--- src/rtl/qsys_gpo_ser_pkg.sv ---
// Shared types and defaults for the GPO shift-register serializer.
package qsys_gpo_ser_pkg;

  typedef enum logic [1:0] {
    IDLE     = 2'd0,
    SHIFT_LO = 2'd1,
    SHIFT_HI = 2'd2,
    LATCH    = 2'd3
  } state_t;

  localparam int DEF_WIDTH          = 32;
  localparam int DEF_CLK_DIV        = 4;
  localparam int DEF_REFRESH_CYCLES = 1000000;

  // A frame is always sent after reset, even if the input word is zero.
  localparam logic INIT_PEND_RST = 1'b1;

endpackage

--- src/rtl/qsys_gpo_ser_div.sv ---
// Phase divider: counts 0..CLK_DIV-1 while enabled and strobes on the last count.
module qsys_gpo_ser_div
  import qsys_gpo_ser_pkg::*;
#(
  parameter int CLK_DIV = DEF_CLK_DIV
) (
  input  logic clk,
  input  logic reset,
  input  logic en,
  input  logic clr,
  output logic phase_end
);

  localparam logic [15:0] TC = 16'(CLK_DIV - 1);

  logic [15:0] divcnt;

  assign phase_end = en && (divcnt == TC);

  // Wrapping on phase_end keeps every new phase starting from zero.
  always_ff @(posedge clk) begin
    if (reset || clr) begin
      divcnt <= '0;
    end else if (en) begin
      divcnt <= phase_end ? '0 : divcnt + 16'd1;
    end
  end

endmodule

--- src/rtl/qsys_gpo_serializer.sv ---
// Serializes the GPO word onto a 74HC595-style chain after reset and on every change.
// Optional periodic resend is enabled by defining QSYS_GPO_SER_REFRESH_EN.
//
// state    | meaning
// IDLE     | waiting for init, change or refresh; chain outputs held
// SHIFT_LO | shift clock low, data bit presented
// SHIFT_HI | shift clock high, chain samples data
// LATCH    | storage-register latch pulse
module qsys_gpo_serializer
  import qsys_gpo_ser_pkg::*;
#(
  parameter int WIDTH          = DEF_WIDTH,
  parameter int CLK_DIV        = DEF_CLK_DIV,
  parameter int MSB_FIRST      = 1,
  parameter int REFRESH_CYCLES = DEF_REFRESH_CYCLES
) (
  input  logic             csi_MCLK_clk,
  input  logic             rsi_MRST_reset,
  input  logic [WIDTH-1:0] coe_GPO_in,
  output logic             coe_SR_dat,
  output logic             coe_SR_clk,
  output logic             coe_SR_latch,
  output logic             coe_SR_oe_n,
  output logic             coe_busy
);

  localparam int BW = (WIDTH > 1) ? $clog2(WIDTH) : 1;
  localparam logic [BW-1:0] LAST_BIT = BW'(WIDTH - 1);

  state_t           state;
  logic [WIDTH-1:0] shadow;
  logic [WIDTH-1:0] last_sent;
  logic [BW-1:0]    bitcnt;
  logic [BW-1:0]    bitcnt_inc;
  logic             init_pend;
  logic             phase_end;
  logic             start;
  logic             refresh_due;
  logic             bit_first;
  logic             bit_next;

  qsys_gpo_ser_div #(
    .CLK_DIV (CLK_DIV)
  ) u_div (
    .clk       (csi_MCLK_clk),
    .reset     (rsi_MRST_reset),
    .en        (state != IDLE),
    .clr       (state == IDLE),
    .phase_end (phase_end)
  );

`ifdef QSYS_GPO_SER_REFRESH_EN
  logic [31:0] idle_cnt;

  assign refresh_due = (idle_cnt == 32'(REFRESH_CYCLES - 1));

  always_ff @(posedge csi_MCLK_clk) begin
    if (rsi_MRST_reset || start) begin
      idle_cnt <= '0;
    end else if (state == IDLE) begin
      idle_cnt <= idle_cnt + 32'd1;
    end
  end
`else
  assign refresh_due = 1'b0;
`endif

  assign start      = (state == IDLE) && (init_pend || (coe_GPO_in != last_sent) || refresh_due);
  assign bitcnt_inc = bitcnt + BW'(1);
  assign bit_first  = (MSB_FIRST != 0) ? coe_GPO_in[WIDTH-1] : coe_GPO_in[0];
  assign bit_next   = (MSB_FIRST != 0) ? shadow[LAST_BIT - bitcnt_inc] : shadow[bitcnt_inc];

  always_ff @(posedge csi_MCLK_clk) begin
    if (rsi_MRST_reset) begin
      state        <= IDLE;
      shadow       <= '0;
      last_sent    <= '0;
      bitcnt       <= '0;
      init_pend    <= INIT_PEND_RST;
      coe_SR_dat   <= 1'b0;
      coe_SR_clk   <= 1'b0;
      coe_SR_latch <= 1'b0;
      coe_SR_oe_n  <= 1'b1;
      coe_busy     <= 1'b0;
    end else begin
      case (state)
        IDLE: begin
          if (start) begin
            shadow     <= coe_GPO_in;
            last_sent  <= coe_GPO_in;
            bitcnt     <= '0;
            init_pend  <= 1'b0;
            coe_SR_dat <= bit_first;
            coe_busy   <= 1'b1;
            state      <= SHIFT_LO;
          end
        end
        SHIFT_LO: begin
          if (phase_end) begin
            coe_SR_clk <= 1'b1;
            state      <= SHIFT_HI;
          end
        end
        SHIFT_HI: begin
          if (phase_end) begin
            coe_SR_clk <= 1'b0;
            if (bitcnt == LAST_BIT) begin
              coe_SR_latch <= 1'b1;
              state        <= LATCH;
            end else begin
              bitcnt     <= bitcnt_inc;
              coe_SR_dat <= bit_next;
              state      <= SHIFT_LO;
            end
          end
        end
        LATCH: begin
          // Chain outputs are enabled only once valid data has been latched.
          if (phase_end) begin
            coe_SR_latch <= 1'b0;
            coe_busy     <= 1'b0;
            coe_SR_oe_n  <= 1'b0;
            state        <= IDLE;
          end
        end
        default: state <= IDLE;
      endcase
    end
  end

endmodule

--- config.mk ---
export PLATFORM = sky130hd
export DESIGN_NAME = qsys_gpo_serializer
export DESIGN_NICKNAME = d
export VERILOG_FILES = /design/src/rtl/qsys_gpo_ser_pkg.sv /design/src/rtl/qsys_gpo_ser_div.sv /design/src/rtl/qsys_gpo_serializer.sv
export SDC_FILE = /design/constraint.sdc
export NUM_CORES = 1
export LEC_CHECK = 0
export CORE_UTILIZATION = 45
export DETAILED_ROUTE_END_ITERATION = 10
export GPL_TIMING_DRIVEN = 0
export PLACE_DENSITY = 0.67
export REMOVE_ABC_BUFFERS = 1
export SYNTH_ARGS = -nofsm -noshare
export SYNTH_HDL_FRONTEND = slang
export SYNTH_SLANG_ARGS = --single-unit
export TNS_END_PERCENT = 20
--- constraint.sdc ---
create_clock -name csi_MCLK_clk -period 8.5 [get_ports csi_MCLK_clk]
set_input_delay 1.7 -clock csi_MCLK_clk [delete_from_list [all_inputs] [get_ports csi_MCLK_clk]]
set_output_delay 1.7 -clock csi_MCLK_clk [all_outputs]
set_load 0.05 [all_outputs]
* Word-level counts from Yosys, hierarchy flattened
Cells that the tools add are included.
** Operators by class
- Add/subtract/negate cells :: 3
- Magnitude comparators :: 1
- Equality and inequality tests :: 12
- Muxes and demuxes :: 25
- Reductions and logical operators :: 17
** Operators by type and width (number)
- 32-bit != test :: 1
- 16-bit by 1-bit adder with 16-bit output, second input constant :: 1
- 16-bit by 2-bit equality test with 1-bit output, second input constant :: 1
- 16-bit two-way mux :: 1
- 5-bit two-way mux :: 3
- 4-bit AND reduction :: 3
- 2-bit two-way mux :: 5
- 5-bit one-hot mux with 2 select lines :: 1
- 2-bit nonzero test :: 5
- 1-bit two-way mux :: 9
- 1-bit one-hot mux with 2 select lines :: 4
- 2-bit one-hot mux with 4 select lines :: 1
- 5-bit by 6-bit < comparator with 1-bit output, second input constant :: 1
- 2-bit by 1-bit != test with 1-bit output, second input constant :: 3
- 2-bit != test, second input constant :: 3
- 3-bit AND reduction :: 2
- 5-bit by 1-bit adder with 5-bit output, second input constant :: 1
- 1-bit binary-select mux with 5-bit select :: 1
- 5-bit equality test, second input constant :: 1
- 5-bit subtractor, first input constant :: 1
- 2-bit equality test, second input constant :: 2
- 2-bit AND reduction :: 2
- 2-bit by 1-bit equality test with 1-bit output, second input constant :: 1
- 1-bit logical AND :: 2
- other kinds (2) :: 3
** Storage, ports and cells
- Register bits :: 61
- Input port bits :: 34
- Output and inout port bits :: 5
- Word-level logic and storage cells :: 68

* Logic depth before layout (Yosys ltp)
- Depth in word-level cells :: 7
- Depth in mapped cells :: 8
- Gate-level depth less buffers :: 8

* By module
A second synthesis with hierarchy kept.
** Second synthesis, totals
- Cells, all modules :: 332
- Area total of the unflattened synthesis :: 3198.1 sq um
** Modules (own cells, without submodules)
- qsys_gpo_serializer :: instances 1, cells each 244, area each 2404.8 sq um, sequential area each 900.9 sq um
- qsys_gpo_ser_div :: instances 1, cells each 88, area each 793.3 sq um, sequential area each 320.3 sq um

* Worst setup path after synthesis
No wires, ideal clock.
- Path kind :: input -> register
- From :: input coe_GPO_in[11]
- To :: register coe_busy
- Setup time :: 115 ps
- Data arrival time :: 3387 ps
- Data required time :: 8385 ps
- Path slack :: 4998 ps
- Stages on the path :: 7
- Path buffers :: 1
- Cell sequence :: xor2_1 nor4_1 nand4_1 nor4_2 nor2_1 buf_2 o21a_1
** On the way
- Cells in the longest elaborated chain, start to end :: 5
** Ends and longest elaborated chain
- start: declaration :: RTL line qsys_gpo_serializer.sv:19 : input logic [WIDTH-1:0] coe_GPO_in,
- 32-bit != test :: RTL line qsys_gpo_serializer.sv:68 : assign start = (state == IDLE) && (init_pend || (coe_GPO_in != last_sent) || refresh_due);
- 1-bit logical OR :: RTL line qsys_gpo_serializer.sv:68
- 1-bit logical AND :: RTL line qsys_gpo_serializer.sv:68
- 2-bit != test (no line)
- 3-bit AND reduction (no line)
- end signal: assignment :: RTL line qsys_gpo_serializer.sv:84 : coe_busy <= 1'b0;
- end signal: assignment :: RTL line qsys_gpo_serializer.sv:94 : coe_busy <= 1'b1;
- end signal: assignment :: RTL line qsys_gpo_serializer.sv:121 : coe_busy <= 1'b0;
- end: declaration :: RTL line qsys_gpo_serializer.sv:24 : output logic coe_busy
No other way between the ends.
A chain may end at the register's enable or synchronous reset.

* Final worst setup path
- From :: input coe_GPO_in[21]
- To :: register coe_busy
The elaborated chain is that of the path after synthesis.

==> metrics.md <==
| Metric | Value |
|---|---|
| Area contributors post-synth | `dfxtp_1, mux2i_1, nand2_1` |
| Drt first pass iters | `4` |
| Post-synth top flop | `dfxtp_1` |
| First-iteration detailed-routing DRC count | `174` |
| Cts-stage hold buffer count | `0` |
| Sequential area share after synthesis | `37.8%` |
| CP Max Fanout | `19` |
| MaxCap Viol Count | `0` |
| Die area | `approximately 7500 µm²` |
| Post-cts sizing count | `0` |
| DIE WIDTH | `86.7 µm` |
| I/O Buffers | `38` |
| Critical path's largest stage delay | `slightly below 0.9 ns` |
| Share of the synthesized area in the top cell type | `between 30% and 40%` |
| # diodes | `0` |
| DPL Wire Length | `5050 µm` |
| Setup TNS | `0 ns` |
| Placed cell count | `between 400 and 500` |
| Pint | `483 µW` |
| Most frequent cells in the layout | `nand2_1, dfxtp_1, clkdlybuf4s50_1` |
| Count of cell types in the netlist | `50` |
| Initial antenna violation count | `0` |
| Crit path DAT | `roughly 4.5 ns` |
| Core area | `6870 µm²` |
| Synth warnings | `0` |
| Fin util | `a little under three fifths` |
| CTS max path bufs | `2` |
| Final min period | `4.27 ns` |
| CTS tree | `yes` |
| Vias in the first global route | `~2.5k` |
| Finish-stage setup viols | `0` |
| Nets | `434` |
| Largest net degree at the start of global routing | `36` |
| Clock Skew | `about 0.011 ns` |
| Pleak | `1.57 nW` |
| Combinational power share | `between 10% and 20%` |
| H-tree Lvls | `3` |
| Hold Vio Cnt, Final | `0` |
| Mapped Area | `~3200 µm²` |
| Worst Hold Class | `register to register` |
| Worst-Skew Late Latency | `between 0.3 and 0.4 ns` |
| Max-slew violations | `0` |
| Peak VDD IR | `0.0000974 V` |
| Asr flop ratio synth | `0%` |
| GRT overflow | `0` |
| Max_slew headroom | `between 30% and 40%` |
| First-pass GRT wire length | `~11000 µm` |
| WP buf/inv | `2` |
| Vias per cell | `5.31` |
| Final Cycle Share | `around half` |
| Unrepaired setup endpoints after global routing | `false` |
| P_sw | `~160 µW` |
| Clk Tree Root Cell | `clkbuf_8` |
| Commonest non-fill, non-tap cell in the layout | `nand2_1` |
| Final Worst Setup Slack | `between 4 and 5 ns` |
| Routed wire length per instance | `about 14 µm` |
| Residual DRC | `0` |
| Synth Instances | `around 360` |
| Vias | `roughly 2.6k` |
| Cell family with most CP delay | `simple AND/OR/NAND/NOR gates` |
| Placer Congestion | `roughly 0.83` |
| Cts bufs inserted | `9` |
| Fraction of layout cells with a size suffix above 1 | `under 10%` |
| Worst Path Required | `slightly below 9 ns` |
| Max Clock Freq | `0.234 GHz` |
| Setup crit start kind | `input pin` |
| Final std cells w/o fill | `about 500` |
| Critical path type | `input pin to register` |
| Yosys reg bits | `61` |
| GRT Util Overall | `around a fifth` |
| Num ports | `39` |
| Avg Inst Size Synth | `roughly 9 µm²` |
| Area Growth Syn to Fin | `20.7%` |
| CP max-delay cell | `nor4_2` |
| FP Rows | `30` |
| Dpl ws | `3.88 ns` |
| Worst-margin pin slew | `~0.98 ns` |
| Final Cell Area | `slightly below 4000 µm²` |
| Fillers | `around 630` |
| Clk pwr share | `39.6%` |
| CP Capture Type | `register` |
| Chip Height | `slightly below 90 µm` |
| Yosys top cell by area | `dfxtp_1` |
| Post-CTS Setup Repair Bufs | `0` |
| CTS sink cnt | `approximately 60` |
| Switching Fraction | `25.2%` |
| Crit-path cells | `clkdlybuf4s50_1 -> xor2_1 -> nor4_1 -> nand4_1 -> nor4_2 -> nor2_4 -> buf_12 -> o21a_1` |
| Drt total wl | `6940 µm` |
| Power Density | `approximately 170 nW/µm²` |
| Placed cell areas | `roughly 3700 µm²` |
| Post-synth EDFFs | `0` |
| Clock transition at the registers of the reported paths | `about 0.060 ns` |
| Status | `completed` |
| Initial core utilization | `a little under half` |
| Reg power frac | `roughly 48%` |
| Antenna-violating nets left | `0` |
## registers in the layout, summed over array words and instances, names as in the netlist
name          flops
coe_SR_latch      1
init_pend         1
coe_SR_oe_n       1
state             2
u_div.divcnt     16
coe_SR_clk        1
coe_busy          1
coe_SR_dat        1
bitcnt            5
last_sent        32
## power groups by stage
stage	Sequential, mW	Clock (mW)	Combinational [mW]
after floorplan	0.316	0	0.0459
final	0.310	0.256	0.0806
after detailed placement	0.316	0	0.0812
after CTS	0.310	0.261	0.0815
after global placement	0.316	0	0.0790
after global routing	0.311	0.271	0.0884
## cells by family after synthesis
family	Yosys count	synth area share, %
buf+inv	28	3.37
fa+ha+maj	3	1.16
flops	61	37.8
simple gates	157	22.5
xor+xnor	40	10.8
compound gates	33	7.32
mux	42	17.0
## layout make-up
cell class | instances | area (µm²) | share of cell area [%]
Clock buffer | 12 | 145 | 3.72
Timing Repair Buffer | 40 | 420 | 10.8
Clock inverter | 4 | 47.5 | 1.22
Inverter | 10 | 37.5 | 0.963
Tap cell | 96 | 120 | 3.08
Sequential cell | 61 | 1220 | 31.3
Multi-Input combinational cell | 275 | 1910 | 48.9
## tightest hold or removal path, delay by kind of cell, from the launching register on
kind / cells / cell delay, ns
flip-flops: 1 / 0.31
AND/OR/NAND/NOR: 2 / 0.09
## path summary, 6_finish.rpt
kind | slack [ns] | cells after the start | start | endpoint
worst max-delay path | 4.23 | 8 | coe_GPO_in[21] | coe_busy
worst min-delay path | 0.44 | 2 | coe_SR_oe_n | coe_SR_oe_n
worst max register to register | 5.07 | 7 | bitcnt[0] | coe_SR_dat
worst min register to register | 0.44 | 2 | coe_SR_oe_n | coe_SR_oe_n
## cells in the mapped netlist, drive strengths merged, types with 2 or more instances
cell type / number
nand2: 81
nor4: 8
a21oi: 10
xor2: 33
or3: 4
and2: 2
and4: 3
dfxtp: 61
ha: 3
nand3: 14
nor2b: 2
xnor2: 7
and3: 2
nand4: 4
nor3: 4
o21ai: 3
mux4: 9
clkbuf: 13
inv: 10
a211oi: 2
mux2i: 32
buf: 5
a31oi: 2
a21o: 3
nor2: 22
nand2b: 6
## routing by layer
metal  up-vias  part of all wire [%]  global-route usage, %
met5         -                     0                      0
met4         0                   2.0                   7.88
met3        13                   3.9                   6.10
met2        56                    48                   33.5
met1      1242                    46                   24.7
li1       1333                     -                      -
## stage by stage
step                hold slack, ns  power (mW)
floorplan                    0.423       0.361
global placement             0.431       0.395
detailed placement           0.439       0.397
CTS                          0.450       0.652
global route                 0.467       0.671
finish                       0.444       0.646
Power figures use the tool's default switching activity.
